$ cat src/rtl/rf_pkg.sv
// Shared definitions for the register-file micro-sequencer: opcodes, FSM
// state encoding and default widths.
package rf_pkg;

    localparam int DW_DEF    = 8;
    localparam int AW_DEF    = 3;
    localparam int CNT_W_DEF = 16;

    typedef enum logic [2:0] {
        OP_ADD = 3'd0,
        OP_SUB = 3'd1,
        OP_AND = 3'd2,
        OP_OR  = 3'd3,
        OP_XOR = 3'd4,
        OP_SHL = 3'd5,
        OP_LI  = 3'd6,
        OP_NOP = 3'd7
    } opcode_t;

    typedef enum logic [1:0] {
        S_IDLE  = 2'd0,
        S_READ  = 2'd1,
        S_EXEC  = 2'd2,
        S_WRITE = 2'd3
    } state_t;

    // Ops that need both register operands fetched before execution.
    function automatic logic is_alu_op(input opcode_t op);
        return (op != OP_LI) && (op != OP_NOP);
    endfunction

endpackage

$ cat src/rtl/rf_sequencer_if.sv
// Instruction handshake between an instruction source and the sequencer.
interface rf_sequencer_if #(
    parameter int DW = 8,
    parameter int AW = 3
) ();
    logic          inst_valid;
    logic          inst_ready;
    logic [2:0]    inst_op;
    logic [AW-1:0] inst_rd;
    logic [AW-1:0] inst_rs;
    logic [AW-1:0] inst_rt;
    logic [DW-1:0] inst_imm;

    modport master (
        output inst_valid, inst_op, inst_rd, inst_rs, inst_rt, inst_imm,
        input  inst_ready
    );

    modport slave (
        input  inst_valid, inst_op, inst_rd, inst_rs, inst_rt, inst_imm,
        output inst_ready
    );
endinterface

$ cat src/rtl/rf_alu.sv
// Combinational ALU: 9-bit add/subtract with carry/borrow, logic ops and
// a 3-bit left shift.
module rf_alu
    import rf_pkg::*;
#(
    parameter int DW = DW_DEF
) (
    input  opcode_t       op,
    input  logic [DW-1:0] op_x,
    input  logic [DW-1:0] op_y,
    output logic [DW-1:0] result,
    output logic          carry
);

    logic [DW:0] sum_s;

    // Result and carry selection; carry is only meaningful for ADD/SUB.
    always_comb begin
        sum_s  = '0;
        result = '0;
        carry  = 1'b0;
        case (op)
            OP_ADD: begin
                sum_s  = {1'b0, op_x} + {1'b0, op_y};
                result = sum_s[DW-1:0];
                carry  = sum_s[DW];
            end
            OP_SUB: begin
                // Bit DW of the wrapped difference is the borrow.
                sum_s  = {1'b0, op_x} - {1'b0, op_y};
                result = sum_s[DW-1:0];
                carry  = sum_s[DW];
            end
            OP_AND:  result = op_x & op_y;
            OP_OR:   result = op_x | op_y;
            OP_XOR:  result = op_x ^ op_y;
            OP_SHL:  result = op_x << op_y[2:0];
            default: result = '0;
        endcase
    end

endmodule

$ cat src/rtl/rf_sequencer.sv
// Multi-cycle micro-sequencer: accepts one instruction, reads operands from
// the register file, executes on rf_alu and writes the result back.
module rf_sequencer
    import rf_pkg::*;
#(
    parameter int DW    = DW_DEF,
    parameter int AW    = AW_DEF,
    parameter int CNT_W = CNT_W_DEF
) (
    input  logic             Clk,
    input  logic             Rst_n,
    rf_sequencer_if.slave    inst,
    output logic             rf_WEN,
    output logic [AW-1:0]    rf_RW,
    output logic [DW-1:0]    rf_busW,
    output logic [AW-1:0]    rf_RX,
    output logic [AW-1:0]    rf_RY,
    input  logic [DW-1:0]    rf_busX,
    input  logic [DW-1:0]    rf_busY,
    output logic             done,
    output logic [DW-1:0]    result,
    output logic             carry,
    output logic [CNT_W-1:0] inst_cnt
);

    state_t            state_r;
    state_t            next_state_s;
    opcode_t           in_op_s;
    opcode_t           op_r;
    logic [AW-1:0]     rd_r;
    logic [AW-1:0]     wr_rd_s;
    logic              accept_s;
    logic              retire_s;
    logic              ready_r;
    logic [AW-1:0]     rx_r;
    logic [AW-1:0]     ry_r;
    logic [AW-1:0]     rw_r;
    logic              wen_r;
    logic [DW-1:0]     opx_r;
    logic [DW-1:0]     opy_r;
    logic [DW-1:0]     result_r;
    logic              carry_r;
    logic              done_r;
    logic [CNT_W-1:0]  cnt_r;
    logic [DW-1:0]     alu_result_s;
    logic              alu_carry_s;

    assign in_op_s  = opcode_t'(inst.inst_op);
    assign accept_s = (state_r == S_IDLE) && inst.inst_valid;
    assign retire_s = (state_r == S_WRITE) || (accept_s && (in_op_s == OP_NOP));
    // LI goes straight from IDLE to WRITE, so its rd comes from the bus.
    assign wr_rd_s  = (state_r == S_IDLE) ? inst.inst_rd : rd_r;

    rf_alu #(.DW(DW)) u_alu (
        .op     (op_r),
        .op_x   (opx_r),
        .op_y   (opy_r),
        .result (alu_result_s),
        .carry  (alu_carry_s)
    );

    // State register.
    always_ff @(posedge Clk or negedge Rst_n) begin
        if (!Rst_n) begin
            state_r <= S_IDLE;
        end else begin
            state_r <= next_state_s;
        end
    end

    // Next-state decode.
    always_comb begin
        next_state_s = state_r;
        case (state_r)
            S_IDLE: begin
                if (accept_s) begin
                    if (in_op_s == OP_NOP) begin
                        next_state_s = S_IDLE;
                    end else if (in_op_s == OP_LI) begin
                        next_state_s = S_WRITE;
                    end else if (is_alu_op(in_op_s)) begin
                        next_state_s = S_READ;
                    end else begin
                        next_state_s = S_IDLE;
                    end
                end else begin
                    next_state_s = S_IDLE;
                end
            end
            S_READ:  next_state_s = S_EXEC;
            S_EXEC:  next_state_s = S_WRITE;
            S_WRITE: next_state_s = S_IDLE;
            default: next_state_s = S_IDLE;
        endcase
    end

    // Port-facing registers, loaded from the state being entered so they are
    // valid for the whole of that state.
    always_ff @(posedge Clk or negedge Rst_n) begin
        if (!Rst_n) begin
            ready_r <= 1'b1;
            rx_r    <= '0;
            ry_r    <= '0;
            rw_r    <= '0;
            wen_r   <= 1'b0;
            done_r  <= 1'b0;
            cnt_r   <= '0;
        end else begin
            ready_r <= (next_state_s == S_IDLE);
            rx_r    <= (next_state_s == S_READ)  ? inst.inst_rs : '0;
            ry_r    <= (next_state_s == S_READ)  ? inst.inst_rt : '0;
            rw_r    <= (next_state_s == S_WRITE) ? wr_rd_s      : '0;
            wen_r   <= (next_state_s == S_WRITE) && (wr_rd_s != '0);
            done_r  <= retire_s;
            if (retire_s) begin
                cnt_r <= cnt_r + CNT_W'(1);
            end else begin
                cnt_r <= cnt_r;
            end
        end
    end

    // Instruction fields, operands and the held result/carry.
    always_ff @(posedge Clk or negedge Rst_n) begin
        if (!Rst_n) begin
            op_r     <= OP_ADD;
            rd_r     <= '0;
            opx_r    <= '0;
            opy_r    <= '0;
            result_r <= '0;
            carry_r  <= 1'b0;
        end else begin
            if (accept_s) begin
                op_r <= in_op_s;
                rd_r <= inst.inst_rd;
            end else begin
                op_r <= op_r;
                rd_r <= rd_r;
            end
            if (state_r == S_READ) begin
                opx_r <= rf_busX;
                opy_r <= rf_busY;
            end else begin
                opx_r <= opx_r;
                opy_r <= opy_r;
            end
            if (state_r == S_EXEC) begin
                result_r <= alu_result_s;
                carry_r  <= alu_carry_s;
            end else if (accept_s && (in_op_s == OP_LI)) begin
                result_r <= inst.inst_imm;
                carry_r  <= carry_r;
            end else begin
                result_r <= result_r;
                carry_r  <= carry_r;
            end
        end
    end

    assign inst.inst_ready = ready_r;
    assign rf_WEN          = wen_r;
    assign rf_RW           = rw_r;
    assign rf_busW         = result_r;
    assign rf_RX           = rx_r;
    assign rf_RY           = ry_r;
    assign done            = done_r;
    assign result          = result_r;
    assign carry           = carry_r;
    assign inst_cnt        = cnt_r;

endmodule

$ cat src/flat_wrapper.sv
// flat-port wrapper written by rule: the top's interface ports become plain ports
module rf_sequencer_flat import rf_pkg::*;
#(
    parameter int DW    = DW_DEF,
    parameter int AW    = AW_DEF,
    parameter int CNT_W = CNT_W_DEF
)
  (Clk, Rst_n, rf_WEN, rf_RW, rf_busW, rf_RX, rf_RY, rf_busX, rf_busY, done, result, carry, inst_cnt, inst_inst_valid, inst_inst_op, inst_inst_rd, inst_inst_rs, inst_inst_rt, inst_inst_imm, inst_inst_ready);
  rf_sequencer_if #(.DW(DW), .AW(AW)) inst_i ();
  input  logic Clk;
  input  logic Rst_n;
  output logic rf_WEN;
  output logic [AW-1:0] rf_RW;
  output logic [DW-1:0] rf_busW;
  output logic [AW-1:0] rf_RX;
  output logic [AW-1:0] rf_RY;
  input  logic [DW-1:0] rf_busX;
  input  logic [DW-1:0] rf_busY;
  output logic done;
  output logic [DW-1:0] result;
  output logic carry;
  output logic [CNT_W-1:0] inst_cnt;
  input wire logic [$bits(inst_i.inst_valid)-1:0] inst_inst_valid;
  input wire logic [$bits(inst_i.inst_op)-1:0] inst_inst_op;
  input wire logic [$bits(inst_i.inst_rd)-1:0] inst_inst_rd;
  input wire logic [$bits(inst_i.inst_rs)-1:0] inst_inst_rs;
  input wire logic [$bits(inst_i.inst_rt)-1:0] inst_inst_rt;
  input wire logic [$bits(inst_i.inst_imm)-1:0] inst_inst_imm;
  output wire logic [$bits(inst_i.inst_ready)-1:0] inst_inst_ready;
  assign inst_i.inst_valid = inst_inst_valid;
  assign inst_i.inst_op = inst_inst_op;
  assign inst_i.inst_rd = inst_inst_rd;
  assign inst_i.inst_rs = inst_inst_rs;
  assign inst_i.inst_rt = inst_inst_rt;
  assign inst_i.inst_imm = inst_inst_imm;
  assign inst_inst_ready = inst_i.inst_ready;
  rf_sequencer #(.DW(DW), .AW(AW), .CNT_W(CNT_W)) u_core (.Clk(Clk), .Rst_n(Rst_n), .inst(inst_i), .rf_WEN(rf_WEN), .rf_RW(rf_RW), .rf_busW(rf_busW), .rf_RX(rf_RX), .rf_RY(rf_RY), .rf_busX(rf_busX), .rf_busY(rf_busY), .done(done), .result(result), .carry(carry), .inst_cnt(inst_cnt));
endmodule
$ cat config.mk
export PLATFORM = sky130hd
export DESIGN_NAME = rf_sequencer_flat
export DESIGN_NICKNAME = d
export VERILOG_FILES = /design/src/rtl/rf_pkg.sv /design/src/rtl/rf_sequencer_if.sv /design/src/rtl/rf_alu.sv /design/src/rtl/rf_sequencer.sv /design/src/flat_wrapper.sv
export SDC_FILE = /design/constraint.sdc
export NUM_CORES = 1
export LEC_CHECK = 0
export ABC_CLOCK_PERIOD_IN_PS = 2200
export BUFFER_PORTS_ARGS = -buffer_cell sky130_fd_sc_hd__clkbuf_2
export CAP_MARGIN = 20
export CORE_MARGIN = 2
export CORE_UTILIZATION = 35
export DETAILED_ROUTE_END_ITERATION = 10
export GPL_ROUTABILITY_DRIVEN = 0
export HOLD_SLACK_MARGIN = 0.03
export PLACE_DENSITY_LB_ADDON = 0.25
export SLEW_MARGIN = 20
export SYNTH_ARGS = -nofsm -noshare
export SYNTH_HDL_FRONTEND = slang
export SYNTH_SLANG_ARGS = --single-unit
$ cat constraint.sdc
create_clock -name Clk -period 2.2 [get_ports Clk]
set_input_delay 0 -clock Clk [delete_from_list [all_inputs] [get_ports Clk]]
set_output_delay 0 -clock Clk [all_outputs]
set_load 0.02 [all_outputs]
Word-level counts from Yosys, hierarchy flattened:

Cells that the tools add are included.

* output and inout bits: 45
* input port bits: 39
* logic and storage cells: 59
* flip-flop bits (word level): 61

* muxes and demuxes: 13
* bitwise logic cells: 3
* reduce and logical (&&, ||, !) cells: 11
* add/subtract/negate cells: 3
* shifts and indexed selects: 1
* equal/unequal tests: 14

Operator list (count)
* $pmux 8 s6: 1
* $add 16x1->16 const B: 1
* $mux 8: 2
* $eq 3x3->1 const B: 4
* $mux 3: 4
* $add 8x8->9: 1
* $sub 8x8->9: 1
* $and 8x8->8: 1
* $or 8x8->8: 1
* $pmux 2 s4: 1
* $shl 8x3->8: 1
* $xor 8x8->8: 1
* $eq 2x2->1 const B: 3
* $eq 3x2->1 const B: 2
* $mux 2: 3
* $ne 3x3->1 const B: 2
* $logic_and 1x1->1: 5
* $eq 2x1->1 const B: 2
* $logic_not 2->1: 2
* $eq 3x1->1 const B: 1
* $logic_not 3->1: 1
* $reduce_bool 3->1: 1
* $pmux 1 s2: 1
* $reduce_bool 2->1: 1
* other kinds (2): 2

Logic depth before layout (Yosys ltp):

* depth in word-level cells: 9
* gate-level depth with buffers: 9
* gate-level depth less buffers: 8

By module:

A second synthesis with hierarchy kept.

* cell total of the unflattened synthesis: 393
* area total of the unflattened synthesis: 3978.8 um^2

Modules (own cells, without submodules)
* rf_sequencer: cells each 203, times used 1, area an instance 2626.3 um^2
* rf_alu: cells each 190, times used 1, area an instance 1352.5 um^2

Worst setup path after synthesis:

No wires, ideal clock.

* path kind: reg-to-reg
* start: register u_core.opy_r[1]
* end: register u_core.result_r[7], in the netlist u_core.result[7]
* buffers on the path: 1
* arrival time: 2.055 ns
* period minus slack after synthesis: 2.186 ns
* setup time: 0.131 ns
* setup slack: 0.014 ns
* cell stages (with the launch flop): 9
* path through: dfrtp_1 -> buf_2 -> inv_1 -> ha_1 -> nor2_1 -> o311a_1 -> o41ai_1 -> mux2i_1 -> a31oi_1

* word-level cells in the longest chain between the ends: 3
* elaborated cells between the ends (all ways): 5
* those cells by class: 2 x add/sub; 1 x shift; 2 x mux

Ends and longest elaborated chain
* from (decl): RTL line rf_sequencer.sv:40 `logic [DW-1:0] opy_r;`
* from (signal assigned): RTL line rf_sequencer.sv:142 `opy_r <= rf_busY;`
* from (signal assigned): RTL line rf_sequencer.sv:145 `opy_r <= opy_r;`
* $sub 8x8->9, or another cell as far along: RTL line rf_alu.sv:30 `sum_s = {1'b0, op_x} - {1'b0, op_y};`
* $pmux 8 s6 *: RTL line rf_alu.sv:22 `case (op)`
* $mux 8 *: RTL line rf_sequencer.sv:147 `if (state_r == S_EXEC) begin`
* to (signal assigned): RTL line rf_sequencer.sv:148 `result_r <= alu_result_s;`
* to (signal assigned): RTL line rf_sequencer.sv:151 `result_r <= inst.inst_imm;`
* to (signal assigned): RTL line rf_sequencer.sv:154 `result_r <= result_r;`
* to (decl): RTL line rf_sequencer.sv:41 `logic [DW-1:0] result_r;`

Every way passes the cells marked *; elsewhere a longest branch is shown, timed or not.
A chain may end at the register's enable or synchronous reset.

Worst setup path after layout:

* start: register u_core.opy_r[0]
* end: register u_core.result_r[6], in the netlist u_core.result[6]

Same word-level chain as after synthesis.

==> results.py <==
metrics = {
    "detailed_routing": {
        "wire_per_inst_um": 15.2,
        "num_vias": 3687,
        "drc_errors": 0,
        "ant_nets": 0,
        "viasPerCell": 5.13,
        "drt_wl_total_um": 10900,
        "drt_iter0_drc": 159,
        "first_pass_iters": 5,
    },
    "grt": {
        "grt_max_degree": 37,
        "grt_overflow": 0,
        "first_global_vias": 3826,
        "grt_usage": 0.182,
        "antenna_found_initial": 0,
        "grt_pass1_wl_um": 18500,
    },
    "timing": {
        "min_period_ps": 2130,
        "finalCritPeriodShare": 0.969,
        "worst_slew_pin_slew_ps": 686,
        "final_max_slew_viol_count": 0,
        "fin_tns_setup_ps": 0,
        "fin_skew_ps": 6.57,
        "setup-violations-final": 0,
        "fmax_ghz": 0.469,
        "finalHoldViolCount": 0,
        "slew_headroom": 0.543,
        "grt_setup_unrepaired": "true",
        "hold_ws_ps": 112,
    },
    "setup_path": {
        "worstPathArrival_ps": 2330,
        "path_cells": "ha_1 > fa_1 > a211o_1 > a21o_1 > a211o_1 > o211ai_1 > a311oi_1",
        "cp_max_fo": 4,
        "crit_type": "reg2reg",
        "crit_path_start": "u_core.opy_r[0]$_DFFE_PN0N_",
        "crit_path_top_delay_cell": "dfrtp_1",
        "start_kind": "register",
        "path_buf_inv": 0,
        "critPathTopFamily": "compound AO/OA/AOI/OAI gates",
        "cp_common_cell": "a211o_1",
        "max_stage_delay_ps": 410,
        "r2r-start": "u_core.opy_r[0]$_DFFE_PN0N_",
        "required_ps": 2400,
        "end_kind": "register",
    },
    "synth": {
        "syn-num-nets": 511,
        "yosysTopAreaCell": "dfrtp_1",
        "ys.flop_type": "dfrtp_1",
        "synthTopCellsByCount": "dfrtp_1, nand2_1, ha_1, o21ai_0",
        "async_reset_ff_frac": 1.00,
        "yosysMostFrequentCell": "dfrtp_1",
        "synth_warnings": 0,
        "netlist.area_leader.share": 0.366,
        "synth_edf_count": 0,
        "postSynthAreaPerCell_um2": 9.37,
        "yosys-top-cells-area": "dfrtp_1, ha_1, o21ai_0",
        "ys_ff_latch": 61,
        "yosysUniqueCellTypes": 68,
        "ys_seq_area_frac": 0.372,
        "synthesis.area_mm2": 0.00410,
        "syn_inst": 438,
    },
    "final_layout": {
        "post-route-util": 0.475,
        "layout.nets": 644,
        "diodes": 0,
        "area_growth_pct": 32.1,
        "fillers": 1134,
        "drive_gt1_frac": 0.285,
        "fin_area_mm2": 0.00542,
    },
    "power": {
        "comb_power_share": 0.601,
        "ir_worst_vdd_mv": 0.691,
        "intPower_mw": 4.39,
        "clockPowerShare": 0.161,
        "p_sw_mw": 3.72,
        "power_frac_seq": 0.238,
        "power_density_mw_per_mm2": 1500,
        "p_leak_nw": 2.61,
        "p_sw_frac": 0.459,
    },
    "outcome": {
        "status": "complete, no violations",
    },
    "clock_tree": {
        "cts_sinks": 61,
        "tritoncts": "done",
        "cts-htree-levels": 3,
        "cts_inserted_buffers": 9,
        "clk_path_buf_depth": 2,
        "clock_latency_ps": 330,
        "clk_pin_slew_ps": 60,
        "ctsRootBufferMaster": "clkbuf_16",
        "cts_setup_buffers": 0,
    },
    "placement": {
        "placed_area_mm2": 0.00481,
        "portBuffers": 83,
        "dp_hpwl_um": 8520,
    },
    "min_path": {
        "hold_class": "in2reg",
        "worstHoldStart": "inst_inst_imm[7]",
    },
    "die": {
        "dieArea_mm2": 0.0126,
        "ios": 84,
        "core.rowCount": 39,
        "die_w_um": 112,
        "fp.coreArea_mm2": 0.0114,
        "die_h_um": 112,
        "start_util": 0.359,
    },
    "run": {
        "cap_violations": 0,
    },
}
power groups by stage:
stage | logic, mW | clock network, mW | registers [mW]
CTS | 4.85 | 1.34 | 1.93
floorplan | 3.14 | 0 | 2.06
detailed placement | 4.77 | 0 | 1.95
global placement | 4.75 | 0 | 1.93
global route | 5.40 | 1.40 | 1.99
finish | 4.88 | 1.31 | 1.93
final cells by class:
class / instances / area (µm²) / area share
multi-input cells: 317 / 2290 / 0.422
repair buffers: 152 / 1040 / 0.192
clock inverters: 7 / 50.0 / 0.00923
inverters: 30 / 113 / 0.0208
flip-flops and latches: 61 / 1530 / 0.282
clock buffers: 9 / 225 / 0.0416
well taps: 143 / 179 / 0.0330
state kept, by name, summed over array words and instances (netlist names):
signal and count:
u_core.carry 1, u_core.done 1, u_core.inst.inst_ready 1, u_core.inst_cnt 16, u_core.op_r 3, u_core.opx_r 8
u_core.opy_r 8, u_core.rd_r 3, u_core.result 8, u_core.rf_RW 3, u_core.rf_RX 3, u_core.rf_RY 3
u_core.rf_WEN 1, u_core.state_r 2
path summary, 6_finish.rpt:
kind | cells after the start | slack, ps | endpoint
min reg2reg | 1 | 470 | u_core.inst_cnt[15]$_DFFE_PN0P_
max | 7 | 70 | u_core.result[6]$_DFFE_PN0P_
min in group asynchronous | 2 | 250 | u_core.opy_r[5]$_DFFE_PN0N_
min | 5 | 110 | u_core.result[7]$_DFFE_PN0P_
max reg2reg | 7 | 70 | u_core.result[6]$_DFFE_PN0P_
max in group asynchronous | 3 | 1260 | u_core.inst.inst_ready$_DFF_PN1_
metrics by stage:
| stage | setup slack (ps) | std cells | power (mW) |
|---|---|---|---|
| after global placement | 59.4 | 671 | 6.68 |
| after global routing | -69.2 | 719 | 8.79 |
| after floorplan | 13.8 | 438 | 5.20 |
| final | 68.6 | 719 | 8.12 |
| after detailed placement | -28.9 | 671 | 6.72 |
| after CTS | 15.6 | 719 | 8.12 |
metal layers:
metal / global-route usage / wire (µm)
met5: 0 / 0
met4: 0.0707 / 276
met2: 0.291 / 5100
met3: 0.0362 / 493
met1: 0.245 / 5060
kinds of logic after synthesis:
family,share of synthesized area
compound gates,0.181
xor+xnor,0.0384
fa+ha+maj,0.107
buf+inv,0.0732
flops,0.372
mux,0.0497
simple gates,0.178
placed cells by master (no fill, tap or decap), types with 6 or more instances in the layout:
cell,instances
clkbuf_2,83
dfrtp_1,59
nand2_1,42
buf_4,35
o21ai_0,32
ha_1,32
dlygate4sd3_1,32
inv_1,29
nor2_1,29
a21oi_1,12
nor2b_1,11
xnor2_1,11
clkbuf_16,9
nand3_1,8
mux2i_1,8
nor3_1,8
mux2_2,8
and2_1,7
o211ai_1,7
nand4_1,7
xor2_1,7
a31oi_1,6
worst min-delay path: cells and delay by family:
family          cells  cell delay (ps)
compound gates      3              250
buf+inv             1              100
simple gates        1               50
repair_timing:
item | in CTS | in global routing
endpoints found under the hold margin | 59 | 0
gates resized for setup | 1 | 3
hold buffers | 32 | 0
endpoints found under the setup margin | 1 | 5
Power figures use the tool's default switching activity.
